## src/rtl/mux_pipe_reg.sv

```systemverilog
// Select one of NUM_IN data channels and register it behind a single pipeline stage
// with flush/stall control, a sticky illegal-select flag and a saturating stall-run counter.
module mux_pipe_reg #(
  parameter int WIDTH  = 32,
  parameter int NUM_IN = 4,
  parameter int SEL_W  = 2,
  parameter int CNT_W  = 8
) (
  input  logic                    clk,
  input  logic                    reset,
  input  logic [NUM_IN*WIDTH-1:0] in_bus,
  input  logic [SEL_W-1:0]        sel,
  input  logic                    in_valid,
  input  logic                    stall,
  input  logic                    flush,
  output logic [WIDTH-1:0]        out,
  output logic                    out_valid,
  output logic                    sel_err,
  output logic [CNT_W-1:0]        stall_run
);

  logic [WIDTH-1:0] picked;
  logic             sel_legal;
  logic             load;

  logic [WIDTH-1:0] out_q, out_d;
  logic             valid_q, valid_d;
  logic             err_q, err_d;
  logic [CNT_W-1:0] run_q, run_d;

  // NOTE: every signal gets a default before the loop so no path leaves it unassigned (no latch).
  always_comb begin
    picked    = '0;
    sel_legal = 1'b0;
    for (int k = 0; k < NUM_IN; k++) begin
      if (sel == SEL_W'(k)) begin
        picked    = in_bus[k*WIDTH +: WIDTH];
        sel_legal = 1'b1;
      end
    end
  end

  assign load = !flush && !stall;

  always_comb begin
    out_d   = out_q;
    valid_d = valid_q;
    if (flush) begin
      out_d   = '0;
      valid_d = 1'b0;
    end else if (!stall) begin
      out_d   = picked;
      valid_d = in_valid;
    end
  end

  assign err_d = err_q || (load && in_valid && !sel_legal);

  // Counter saturates at all-ones instead of wrapping.
  always_comb begin
    run_d = '0;
    if (stall && !flush) begin
      run_d = (run_q == {CNT_W{1'b1}}) ? run_q : run_q + CNT_W'(1);
    end
  end

  // NOTE: sequential state uses non-blocking assignments so all registers sample pre-edge values.
  always_ff @(posedge clk or posedge reset) begin
    if (reset) begin
      out_q   <= '0;
      valid_q <= 1'b0;
      err_q   <= 1'b0;
      run_q   <= '0;
    end else begin
      out_q   <= out_d;
      valid_q <= valid_d;
      err_q   <= err_d;
      run_q   <= run_d;
    end
  end

  assign out       = out_q;
  assign out_valid = valid_q;
  assign sel_err   = err_q;
  assign stall_run = run_q;

endmodule

```

## config.mk

```make
export PLATFORM = sky130hd
export DESIGN_NAME = mux_pipe_reg
export DESIGN_NICKNAME = d
export VERILOG_FILES = /design/src/rtl/mux_pipe_reg.sv
export SDC_FILE = /design/constraint.sdc
export NUM_CORES = 1
export LEC_CHECK = 0
export ABC_AREA = 1
export CAP_MARGIN = 20
export CORE_MARGIN = 2
export CORE_UTILIZATION = 40
export CTS_CLUSTER_DIAMETER = 50
export DETAILED_ROUTE_END_ITERATION = 12
export GPL_TIMING_DRIVEN = 0
export PLACE_DENSITY = 0.86
export SYNTH_ARGS = -nofsm -noshare
export SYNTH_HDL_FRONTEND = slang
export SYNTH_SLANG_ARGS = --single-unit
```

## constraint.sdc

```tcl
create_clock -name clk -period 3.65 [get_ports clk]
set_input_delay 0.5475 -clock clk [delete_from_list [all_inputs] [get_ports clk]]
set_output_delay 0.5475 -clock clk [all_outputs]
set_load 0.1 [all_outputs]
```

=== Yosys cells after proc, flatten, opt, wreduce, memory -nomap -nowiden ===
Index checks and enable logic that the tools add are counted.

* Bits of input ports: 135
* Flip-flop bits (word level): 42

* Add/sub/neg operators: 1
* Equality and inequality tests: 6
* Reduce and logical (&&, ||, !) cells: 9
* Mux-type cells: 14

{| class="wikitable"
|+ Operators by type and width
! kind !! number
|-
| $mux W32 || 6
|-
| $mux W8 || 2
|-
| $add A8 B1 Y8 const B || 1
|-
| $eq A8 B8 Y1 const B || 1
|-
| $mux W1 || 6
|-
| $eq A2 B2 Y1 const B || 2
|-
| $logic_and A1 B1 Y1 || 4
|-
| $logic_not A1 Y1 || 3
|-
| $eq A2 B1 Y1 const B || 1
|-
| $logic_not A2 Y1 || 1
|-
| $ne A2 B1 Y1 const B || 1
|-
| $ne A2 B2 Y1 const B || 1
|-
| $logic_or A1 B1 Y1 || 1
|}

=== Longest topological paths before layout ===
* Depth after elaboration: 8
* Mapped depth: 8

=== Worst setup path before layout ===
No wires, ideal clock.

* Kind: register -> register
* Start point: reg run_q[0] (netlist: stall_run[0])
* End point: reg run_q[0] (netlist: stall_run[0])
* Required time: 3581 ps
* Cell stages (with the launch flop): 8
* Period minus slack after synthesis: 1850 ps
* Path buffers: 0
* Setup slack: 1800 ps
* Setup time: 69 ps
* Data arrival time: 1781 ps
* Cells stage by stage: dfrtp_1 -> ha_1 -> nand2_1 -> inv_1 -> nand2_1 -> inv_1 -> nand4_1 -> nand2_1

* Longest elaborated chain between the ends: 3
* Elaborated cells between the ends (all ways): 5

{| class="wikitable"
|+ Ends and longest elaborated chain
! item !! line !! RTL
|-
| start: declaration || 29 || <nowiki>logic [CNT_W-1:0] run_q, run_d;</nowiki>
|-
| start signal: assignment || 78 || <nowiki>run_q <= run_d;</nowiki>
|-
| $add A8 B1 Y8 || 63 || <nowiki>run_d = (run_q == {CNT_W{1'b1}}) ? run_q : run_q + CNT_W'(1);</nowiki>
|-
| $mux W8 || 63 ||
|-
| $mux W8 || 62 || <nowiki>if (stall && !flush) begin</nowiki>
|}

Parallel ways exist; a longest one is shown, timed or not. The select of a mux whose other input is x is not followed.
A chain may end at the register's enable or synchronous reset.

=== Final worst setup path ===
* Start point: reg run_q[3] (netlist: stall_run[3])
* End point: out stall_run[3]

{| class="wikitable"
|+ RTL lines
! item !! line !! RTL
|-
| end: declaration || 19 || <nowiki>output logic [CNT_W-1:0] stall_run</nowiki>
|}

No word-level cell between the ends.

==> results.toml <==
[run_status]
status = "complete, no violations"

[sta]
max_freq_mhz = 407
tns_ns = 0
setup_viol = 0
min_period_ns = 2.46
finalCritPeriodShare_pct = 67.3
skew_ns = 0.00134
slew-limit-headroom_pct = 31.7
tightest_slew_ns = 1.02
hold_ws_ns = 0.464
maxSlewViolCount = 0
finalHoldViolCount = 0
worst_slack_ns = 1.19
rsz0062_at_grt = "no"

[pwr]
power_leakage_nw = 2.42
p_per_area_nw_per_um2 = 290
irDropWorstVdd_mv = 0.171

[worst_setup_path]
crit_chain = "clkdlybuf4s50_1"
worstRegToRegCells = 7
crit_family = "buffers and inverters"
crit_buf_inv = 1
startpoint_type = "register"
cp_max_fo = 6
cpPeakStageDelay_ns = 1.17
r2r_setup_slack_ns = 2.40
reg2reg_to = "stall_run[1]"
cp.required_ns = 3.10
critPathKind = "reg2out"
arrival_ns = 1.91
crit_path_top_delay_cell = "clkdlybuf4s50_1"
end_kind = "primary output"
rr_startpoint = "stall_run[0]"

[floorplan]
die_h_um = 88.3
row_count = 30
coreArea_um2 = 6830
start_util_pct = 41.6
die-area_um2 = 7800
ios = 177
die_w_um = 88.3

[clocking]
cts_tree = "built"
clk_pin_slew_ns = 0.09
cts_setup_buffers = 0
clk_latency_ns = 0.30
cts_made_buffers = 5
cts_sinks = 42
h-tree-depth = 2
cts.repair.resized = 0
cts_buffer_depth = 2
hold_buffers = 0
cts_root_buffer = "clkbuf_8"

[place]
place_area_um2 = 4710
dp_hpwl_mm = 8.04
gp_congestion = 0.821
port_buffers = 174
dp_slack_ns = 1.52

[worst_hold_path]
min_to = "sel_err"
hp-start = "sel_err"
hold_path.class = "reg2reg"
min_path_cells = 1

[final_layout]
design_area_um2 = 4800
layout_common_cells = "nand2_1, clkdlybuf4s50_1, nor2_1, inv_1"
insertedDiodeCount = 0
drive_above_1_share_pct = 5.60
final-seq-area_um2 = 1050
area_delta_synth_final_pct = 68.7
final_nets = 778
mostFrequentLayoutCell = "nand2_1"
fillers = 612
multi_input_area_um2 = 1460

[logic_synthesis]
synth_area_per_cell_um2 = 6.17
ys_seq_area_share_pct = 36.9
synthCells = 461
yosysWarningCount = 0
synth.distinct_cells = 23
synthesis.area_um2 = 2850
synth_nets = 597
ys_ff_latch = 42

[routing]
first_pass_iters = 5
drc = 0
vias = 3552
drt-vias-per-instance = 4.81
final_antenna_net_count = 0
wl_per_cell_um = 13.6
drt_iter0_drc = 130
wl_mm = 10.0

[grt]
grt_pass1_wl_mm = 15.3
grt_overflow = 0
grt_use_total_pct = 25.2
antenna_found_initial = 0
grt_max_degree = 43
grt_pass1_vias = 3350

[job]
maxCapViolCount = 0
==> cells by family (layout without fill, tap and decap cells) <==
logic type               after synthesis  in the layout  synth area share, %
buffers and inverters                 75            257                 11.7
flip-flops                            42             42                 36.9
AND/OR/NAND/NOR                      314            314                 45.7
adder cells (fa/ha/maj)                1              1                0.440
AO/OA/AOI/OAI                         29             29                 5.23
==> how the worst max path moves through the flow <==
stage	startpoint	endpoint	slack, ns	cells past startpoint
final	stall_run[3]	stall_run[3]	1.19	1
after CTS	stall_run[3]	stall_run[3]	1.18	1
after detailed placement	stall_run[3]	stall_run[3]	1.52	1
after global placement	reset	out[22]	1.23	2
after floorplan	stall_run[0]	stall_run[0]	1.80	7
after global routing	stall_run[3]	stall_run[3]	1.13	1
==> cell usage after synthesis <==
| master | instances | area [µm²] |
|---|---|---|
| nand3_2 | 1 | 10.0 |
| o21ai_0 | 27 | 135 |
| nor2_8 | 1 | 20.0 |
| nand2_2 | 1 | 6.26 |
| clkbuf_1 | 2 | 7.51 |
| nor2_4 | 1 | 11.3 |
| buf_4 | 2 | 15.0 |
| ha_1 | 1 | 12.5 |
| nor2_1 | 54 | 203 |
| dfrtp_1 | 42 | 1050 |
| nand4_1 | 3 | 18.8 |
| buf_6 | 3 | 33.8 |
| inv_1 | 52 | 195 |
| a22o_1 | 1 | 8.76 |
| nor3_1 | 1 | 5.00 |
| buf_2 | 14 | 70.1 |
| nor2_2 | 2 | 12.5 |
| a21oi_1 | 1 | 5.00 |
| nand2_1 | 202 | 758 |
| nand3b_1 | 6 | 45.0 |
| clkbuf_2 | 1 | 5.00 |
| nand3_1 | 42 | 210 |
| inv_4 | 1 | 6.26 |
==> state kept, by name (all words and copies together) (netlist names) <==
signal     cells
out           32
stall_run      8
out_valid      1
sel_err        1
==> through the flow <==
| stage | util (%) | total power [mW] | std cells |
|---|---|---|---|
| final | 70.3 | 1.39 | 739 |
| after global routing | 70.3 | 1.45 | 739 |
| after CTS | 70.3 | 1.40 | 739 |
| after detailed placement | 68.9 | 1.09 | 731 |
| after global placement | 68.9 | 1.08 | 731 |
| after floorplan | - | 0.846 | 461 |
==> area by class of cell <==
cell class                 count  share of cell area [%]
multi-input combinational    344                    30.4
clock buffer                   5                    1.43
buffer                        22                    2.74
tap                           96                    2.50
timing repair buffer         174                    36.3
sequential                    42                    21.9
clock inverter                 3                   0.521
inverter                      53                    4.20
==> per-layer routing <==
layer | routed length (µm) | share of wire [%] | global-route usage (%) | vias up
li1 | - | - | - | 1766
met1 | 3850 | 38 | 28.3 | 1620
met2 | 5200 | 52 | 46.8 | 144
met3 | 714 | 7.1 | 4.85 | 22
met4 | 281 | 2.8 | 9.64 | 0
met5 | 0 | 0 | 0 | -
==> where the power goes <==
group          internal (mW)  switching, mW  leakage [nW]
logic                  0.223          0.351          1.82
registers              0.492         0.0156         0.563
clock network          0.138          0.175        0.0447
total                  0.852          0.541          2.42
Power figures use the tool's default switching activity.
